$ cat src/rtl/alu_fpga_harness_if.sv
// Bus between the harness and an external combinational ALU under test.
interface alu_fpga_harness_if #(
   parameter int DW   = 32,
   parameter int OP_W = 4
);
   logic [DW-1:0]   alu_portA;
   logic [DW-1:0]   alu_portB;
   logic [OP_W-1:0] alu_op;
   logic [DW-1:0]   alu_portOut;
   logic            alu_flagZero;
   logic            alu_flagNeg;
   logic            alu_flagOvf;

   modport master (
      output alu_portA, alu_portB, alu_op,
      input  alu_portOut, alu_flagZero, alu_flagNeg, alu_flagOvf
   );

   modport slave (
      input  alu_portA, alu_portB, alu_op,
      output alu_portOut, alu_flagZero, alu_flagNeg, alu_flagOvf
   );
endinterface

$ cat src/rtl/alu_fpga_harness.sv
// Board harness for an ALU: keys/switches load operands and op, execute once or
// sweep all ops, and LEDs page through the result and flags.
module alu_fpga_harness #(
   parameter int DW         = 32,
   parameter int OP_W       = 4,
   parameter int NUM_OPS    = 16,
   parameter int DB_CYC     = 65536,
   parameter int SWEEP_HOLD = 50000000
) (
   input  logic                CLOCK_50,
   input  logic                RST,
   input  logic [3:0]          KEY,
   input  logic [17:0]         SW,
   output logic [17:0]         LEDR,
   output logic [7:0]          LEDG,
   alu_fpga_harness_if.master  alu
);

   localparam int PAGES = DW / 16;
   localparam int DBW   = $clog2(DB_CYC);
   localparam int HW    = (SWEEP_HOLD > 1) ? $clog2(SWEEP_HOLD) : 1;
   localparam logic [DBW-1:0]  DB_LAST   = DBW'(DB_CYC - 1);
   localparam logic [HW-1:0]   HOLD_LAST = HW'(SWEEP_HOLD - 1);
   localparam logic [OP_W-1:0] OP_LAST   = OP_W'(NUM_OPS - 1);
   localparam logic [1:0]      PAGE_LAST = 2'(PAGES - 1);

   typedef enum logic [2:0] {
      ST_LOAD_A, ST_LOAD_B, ST_LOAD_OP, ST_EXEC, ST_SHOW, ST_SWEEP
   } state_t;

   logic [3:0]     r_key_s1, r_key_s2, r_db_level, r_press;
   logic [DBW-1:0] r_db_cnt [4];
   logic [3:0]     w_fall;

   state_t          r_state, w_state_nxt;
   logic [DW-1:0]   r_a, r_b, r_res;
   logic [OP_W-1:0] r_op;
   logic            r_flag_z, r_flag_n, r_flag_o;
   logic [1:0]      r_page;
   logic [HW-1:0]   r_hold;
   logic [63:0]     w_disp;
   logic            w_clr, w_swp, w_nxt, w_dat, w_hold_end;

   // NOTE: sequential state is always assigned with <= so every flop samples pre-edge values.
   always_ff @(posedge CLOCK_50) begin
      if (RST) begin
         r_key_s1   <= '1;
         r_key_s2   <= '1;
         r_db_level <= '1;
         r_press    <= '0;
         for (int i = 0; i < 4; i++) r_db_cnt[i] <= '0;
      end else begin
         r_key_s1 <= KEY;
         r_key_s2 <= r_key_s1;
         r_press  <= w_fall;
         for (int i = 0; i < 4; i++) begin
            if (r_key_s2[i] == r_db_level[i]) begin
               r_db_cnt[i] <= '0;
            end else if (r_db_cnt[i] == DB_LAST) begin
               r_db_cnt[i]   <= '0;
               r_db_level[i] <= r_key_s2[i];
            end else begin
               r_db_cnt[i] <= r_db_cnt[i] + DBW'(1);
            end
         end
      end
   end

   // NOTE: every always_comb output gets a default first so no latch can be inferred.
   always_comb begin
      w_fall = '0;
      for (int i = 0; i < 4; i++)
         w_fall[i] = r_db_level[i] & ~r_key_s2[i] & (r_db_cnt[i] == DB_LAST);
   end

   // Only the highest-priority press of a cycle survives.
   assign w_clr      = r_press[3];
   assign w_swp      = r_press[2] & ~r_press[3];
   assign w_nxt      = r_press[1] & ~|r_press[3:2];
   assign w_dat      = r_press[0] & ~|r_press[3:1];
   assign w_hold_end = (r_hold == HOLD_LAST);

   always_ff @(posedge CLOCK_50) begin
      if (RST) r_state <= ST_LOAD_A;
      else     r_state <= w_state_nxt;
   end

   always_comb begin
      w_state_nxt = r_state;
      if (w_clr) begin
         w_state_nxt = ST_LOAD_A;
      end else begin
         case (r_state)
            ST_LOAD_A:  if (w_swp) w_state_nxt = ST_SWEEP; else if (w_nxt) w_state_nxt = ST_LOAD_B;
            ST_LOAD_B:  if (w_swp) w_state_nxt = ST_SWEEP; else if (w_nxt) w_state_nxt = ST_LOAD_OP;
            ST_LOAD_OP: if (w_swp) w_state_nxt = ST_SWEEP; else if (w_nxt) w_state_nxt = ST_EXEC;
            ST_EXEC:    w_state_nxt = ST_SHOW;
            ST_SHOW:    if (w_swp) w_state_nxt = ST_SWEEP; else if (w_nxt) w_state_nxt = ST_LOAD_A;
            ST_SWEEP:   if (w_swp || (w_hold_end && r_op == OP_LAST)) w_state_nxt = ST_SHOW;
            default:    w_state_nxt = ST_LOAD_A;
         endcase
      end
   end

   always_ff @(posedge CLOCK_50) begin
      if (RST || w_clr) begin
         r_a      <= '0;
         r_b      <= '0;
         r_op     <= '0;
         r_res    <= '0;
         r_flag_z <= 1'b0;
         r_flag_n <= 1'b0;
         r_flag_o <= 1'b0;
         r_page   <= '0;
         r_hold   <= '0;
      end else begin
         if (w_state_nxt != r_state)
            r_page <= '0;
         else if (r_state == ST_SHOW && w_dat)
            r_page <= (r_page == PAGE_LAST) ? 2'd0 : r_page + 2'd1;

         case (r_state)
            ST_LOAD_A:  if (w_dat) r_a  <= (r_a << 16) | DW'(SW[15:0]);
            ST_LOAD_B:  if (w_dat) r_b  <= (r_b << 16) | DW'(SW[15:0]);
            ST_LOAD_OP: if (w_dat) r_op <= SW[OP_W-1:0];
            ST_EXEC: begin
               r_res    <= alu.alu_portOut;
               r_flag_z <= alu.alu_flagZero;
               r_flag_n <= alu.alu_flagNeg;
               r_flag_o <= alu.alu_flagOvf;
            end
            ST_SWEEP: begin
               if (!w_swp) begin
                  if (w_hold_end) begin
                     r_hold   <= '0;
                     r_res    <= r_res ^ alu.alu_portOut;
                     r_flag_z <= r_flag_z | alu.alu_flagZero;
                     r_flag_n <= r_flag_n | alu.alu_flagNeg;
                     r_flag_o <= r_flag_o | alu.alu_flagOvf;
                     if (r_op != OP_LAST) r_op <= r_op + OP_W'(1);
                  end else begin
                     r_hold <= r_hold + HW'(1);
                  end
               end
            end
            default: ;
         endcase

         if (r_state != ST_SWEEP && w_state_nxt == ST_SWEEP) begin
            r_op     <= '0;
            r_res    <= '0;
            r_flag_z <= 1'b0;
            r_flag_n <= 1'b0;
            r_flag_o <= 1'b0;
            r_hold   <= '0;
         end
      end
   end

   always_comb begin
      w_disp = '0;
      case (r_state)
         ST_LOAD_A:  w_disp[DW-1:0]   = r_a;
         ST_LOAD_B:  w_disp[DW-1:0]   = r_b;
         ST_LOAD_OP: w_disp[OP_W-1:0] = r_op;
         default:    w_disp[DW-1:0]   = r_res;
      endcase
   end

   assign alu.alu_portA = r_a;
   assign alu.alu_portB = r_b;
   assign alu.alu_op    = r_op;

   assign LEDR = {r_page, w_disp[{r_page, 4'b0000} +: 16]};
   assign LEDG = {4'(r_op), (r_state == ST_SWEEP), r_flag_o, r_flag_n, r_flag_z};

   wire w_unused = &{1'b0, SW[17:16]};

endmodule
$ cat src/flat_wrapper.sv
// flat-port wrapper written by rule: the top's interface ports become plain ports
module alu_fpga_harness_flat 
#(
   parameter int DW         = 32,
   parameter int OP_W       = 4,
   parameter int NUM_OPS    = 16,
   parameter int DB_CYC     = 65536,
   parameter int SWEEP_HOLD = 50000000
)
  (CLOCK_50, RST, KEY, SW, LEDR, LEDG, alu_alu_portA, alu_alu_portB, alu_alu_op, alu_alu_portOut, alu_alu_flagZero, alu_alu_flagNeg, alu_alu_flagOvf);
  alu_fpga_harness_if #(.DW(DW), .OP_W(OP_W)) alu_i ();
  input  logic CLOCK_50;
  input  logic RST;
  input  logic [3:0] KEY;
  input  logic [17:0] SW;
  output logic [17:0] LEDR;
  output logic [7:0] LEDG;
  output wire logic [$bits(alu_i.alu_portA)-1:0] alu_alu_portA;
  output wire logic [$bits(alu_i.alu_portB)-1:0] alu_alu_portB;
  output wire logic [$bits(alu_i.alu_op)-1:0] alu_alu_op;
  input wire logic [$bits(alu_i.alu_portOut)-1:0] alu_alu_portOut;
  input wire logic [$bits(alu_i.alu_flagZero)-1:0] alu_alu_flagZero;
  input wire logic [$bits(alu_i.alu_flagNeg)-1:0] alu_alu_flagNeg;
  input wire logic [$bits(alu_i.alu_flagOvf)-1:0] alu_alu_flagOvf;
  assign alu_alu_portA = alu_i.alu_portA;
  assign alu_alu_portB = alu_i.alu_portB;
  assign alu_alu_op = alu_i.alu_op;
  assign alu_i.alu_portOut = alu_alu_portOut;
  assign alu_i.alu_flagZero = alu_alu_flagZero;
  assign alu_i.alu_flagNeg = alu_alu_flagNeg;
  assign alu_i.alu_flagOvf = alu_alu_flagOvf;
  alu_fpga_harness #(.DW(DW), .OP_W(OP_W), .NUM_OPS(NUM_OPS), .DB_CYC(DB_CYC), .SWEEP_HOLD(SWEEP_HOLD)) u_core (.CLOCK_50(CLOCK_50), .RST(RST), .KEY(KEY), .SW(SW), .LEDR(LEDR), .LEDG(LEDG), .alu(alu_i));
endmodule
$ cat config.mk
export PLATFORM = sky130hd
export DESIGN_NAME = alu_fpga_harness_flat
export DESIGN_NICKNAME = d
export VERILOG_FILES = /design/src/rtl/alu_fpga_harness_if.sv /design/src/rtl/alu_fpga_harness.sv /design/src/flat_wrapper.sv
export SDC_FILE = /design/constraint.sdc
export NUM_CORES = 1
export LEC_CHECK = 0
export ABC_AREA = 1
export CAP_MARGIN = 20
export CORE_MARGIN = 2
export CORE_UTILIZATION = 58
export DETAILED_ROUTE_END_ITERATION = 8
export PLACE_DENSITY_LB_ADDON = 0.08
export SYNTH_ARGS = -nofsm -noshare
export SYNTH_HDL_FRONTEND = slang
export SYNTH_SLANG_ARGS = --single-unit
export TNS_END_PERCENT = 1
$ cat constraint.sdc
create_clock -name CLOCK_50 -period 3.5 [get_ports CLOCK_50]
set_clock_uncertainty 0.15 [all_clocks]
set_input_delay 1.05 -clock CLOCK_50 [delete_from_list [all_inputs] [get_ports CLOCK_50]]
set_output_delay 1.05 -clock CLOCK_50 [all_outputs]
set_load 0.01 [all_outputs]
==> impl_metrics.tcl <==
set metrics [dict create \
    grt_start_max_net_pins 58 \
    gp_congestion 0.937 \
    yosysTopAreaCellShare_pct 27.2 \
    yosysTopAreaCell "dfxtp_1" \
    antenna_left 0 \
    cp_max_fo 20 \
    dp_slack_ps 122 \
    syn_area_mm2 0.0110 \
    start_kind "flip-flop" \
    p_comb_share_pct 4.1 \
    synth_area_leaders "dfxtp_1 27%, edfxtp_1 17%, nand2_1 10%, nor2_1 8.0%, nand3_1 5.7%" \
    power.density_mw_per_mm2 389 \
    drive_gt1_share_pct 7.28 \
    synth-compound-area-share_pct 13.0 \
    setup_violations 0 \
    drv_slew 0 \
    syn_area_per_cell_um2 7.40 \
    synth_ff_type "dfxtp_1" \
    start_util_pct 58.9 \
    overflow 0 \
    finalInstanceArea_mm2 0.0138 \
    ff2ff_setup_slack_ps 790 \
    routed_wl_mm 29.0 \
    numCtsBuffers 24 \
    swShare_pct 21.3 \
    top_level_ports 153 \
    path_clk_slew_ps 60 \
    clkPwrFrac_pct 47.3 \
    cts_tree "yes" \
    drt-pass1-iter-count 6 \
    die_h_um 142 \
    crit_chain "buf_4 > nor2_4 > buf_12 > buf_6 > nand2_1 > nand3_1 > o21ai_0 > a21oi_1 > nand2_1 > inv_1 > dlygate4sd2_1" \
    yosysMostFrequentCell "nand2_1" \
    p_leak_uw 0.00557 \
    synth_xor_area_share_pct 4.37 \
    switching_power_uw 1140 \
    die_area_mm2 0.0201 \
    crit_family "buffers and inverters" \
    clk_latency_ps 520 \
    ir_drop_mv 0.455 \
    core_mm2 0.0187 \
    ys_seq_area_share_pct 44.7 \
    antenna_found_initial 0 \
    synth_simple_gate_area_share_pct 29.3 \
    layout.nets 1756 \
    fmax_mhz 289 \
    seq_power_share_pct 48.6 \
    p_total_uw 5370 \
    crit_required_ps 2300 \
    criticalPathCategory "reg -> out" \
    via_count 10500 \
    clock_path_buffers 3 \
    yosysUniqueCellTypes 49 \
    grt_pass1_vias 9403 \
    cts.sinks 214 \
    grt_pass1_wl_mm 46.8 \
    async_flop_share_pct 0 \
    status "complete, no violations" \
    place_area_mm2 0.0129 \
    timing.final.crit_share_pct 98.9 \
    wl_per_cell_um 15.0 \
    postSynthCellCount 1489 \
    io_buffer_count 150 \
    track_usage_pct 28.4 \
    slew_headroom_pct 33.2 \
    ys_ff_latch 214 \
    hold_viol 0 \
    rsz0062_at_grt "true" \
    setup_slack_ps 38.7 \
    antenna_cells 0 \
    synthTopCellsByCount "301 x nand2_1, 234 x nor2_1, 150 x dfxtp_1, 125 x nand3_1, 109 x inv_1" \
    p_int_uw 4230 \
    end_kind "output port" \
    cts_hold_buf 0 \
    drc_errors 0 \
    final_cells 1938 \
    via_per_inst 5.40 \
    dp_hpwl_mm 20.6 \
    area_delta_synth_final_pct 25.3 \
    maxCapViolations 0 \
    synth_top_family_by_area "simple AND/OR/NAND/NOR gates" \
    muxShareOfSynthArea_pct 0.0908 \
    worst_ep_arrival_time_ps 2260 \
    rows 50 \
    ys_warn_count 0 \
    drt-initial-drc-count 734 \
    h-tree-depth 1 \
    crit_path_max_incr_delay_ps 370 \
    min_path_type "reg -> reg" \
    fin_crit_ps 3460 \
    slowest_stage "dfxtp_4" \
    die_w_um 142 \
    tightest_slew_ps 1000 \
    synthAdderAreaFrac_pct 1.14 \
    crit_top_cell "nand2_1" \
    cts_root_buffer "clkbuf_16" \
    crit_buf_inv 5 \
    synth_edf_count 64 \
    dp_cells 1892 \
]
==> flip-flops by register name (all words and copies together) (netlist names), 2 cells and up <==
| signal | flops |
|---|---|
| u_core.r_press | 4 |
| u_core.alu.alu_portA | 32 |
| u_core.alu.alu_op | 4 |
| u_core.alu.alu_portB | 32 |
| u_core.r_res | 32 |
| u_core.r_db_level | 4 |
| u_core.r_key_s2 | 4 |
| u_core.r_key_s1 | 4 |
| u_core.r_page | 2 |
| u_core.r_hold | 26 |
| u_core.r_state | 3 |
| u_core.r_db_cnt | 64 |
==> layout by cell type (no fill, tap or decap), drive strengths merged, types with 2 or more instances in the layout <==
master,n
nand2,304
inv,115
nor2,238
nor4,5
clkbuf,40
dlymetal6s2s,2
o21bai,4
xor2,22
xnor2,33
dfxtp,150
a211oi,3
or2,16
a31oi,5
clkdlybuf4s15,3
nand4,18
nor3,31
o21a,3
o22ai,2
buf,34
a221oi,12
clkinv,8
nor3b,8
nand3b,4
nand3,128
edfxtp,64
o21ai,117
ha,10
a21oi,106
and3,2
o211ai,3
conb,64
clkdlybuf4s50,134
dlygate4sd2,5
bufinv,2
==> metrics by stage <==
| step | hold slack (ps) | util, % | setup TNS [ps] |
|---|---|---|---|
| floorplan | 239 | - | 0 |
| global placement | 241 | 69.2 | 0 |
| detailed placement | 246 | 69.2 | 0 |
| CTS | 260 | 73.8 | -260 |
| global route | 272 | 73.8 | -325 |
| finish | 261 | 73.8 | 0 |
==> final cells by class <==
type / instances / area (um2)
timing repair buffer: 184 / 1780
inverter: 116 / 437
clock inverter: 9 / 105
clock buffer: 34 / 699
multi-input combinational: 1147 / 5560
fill: 1509 / 4900
sequential: 214 / 4930
tap: 234 / 293
==> worst paths after layout <==
path,from,to,depth (start not counted)
worst max register to register,u_core.r_state[1],u_core.r_res[21],12
worst max-delay path,u_core.r_state[1],LEDR[9],11
worst min-delay path,u_core.r_key_s1[0],u_core.r_key_s2[0],1
worst min register to register,u_core.r_key_s1[0],u_core.r_key_s2[0],1
==> timing repair <==
item	CTS	global route
setup endpoints to repair	16	16
pin swaps	1	1
buffers inserted	3	0
gates resized for setup	25	23
==> cells by family after synthesis <==
logic type,after synthesis
xor+xnor,55
simple gates,754
compound gates,263
flops,214
fa+ha+maj,10
other cells,1
buf+inv,191
mux,1
==> power groups by stage <==
stage          sequential (uW)  combinational [uW]  clock [uW]
6_report                  2610                 219        2540
5_1_grt                   2620                 244        2680
4_1_cts                   2610                 216        2580
3_5_place_dp              2670                 214           0
3_3_place_gp              2670                 210           0
2_1_floorplan             2660                 118           0
==> routing by layer <==
layer,vias up,part of all wire (%),GRT usage (%)
met2,382,44,43.0
met3,54,8.5,5.77
met5,-,0,0
met4,0,3.3,9.21
li1,5267,-,-
met1,4762,45,40.8
Note: power is estimated with default switching activity, not from simulation.
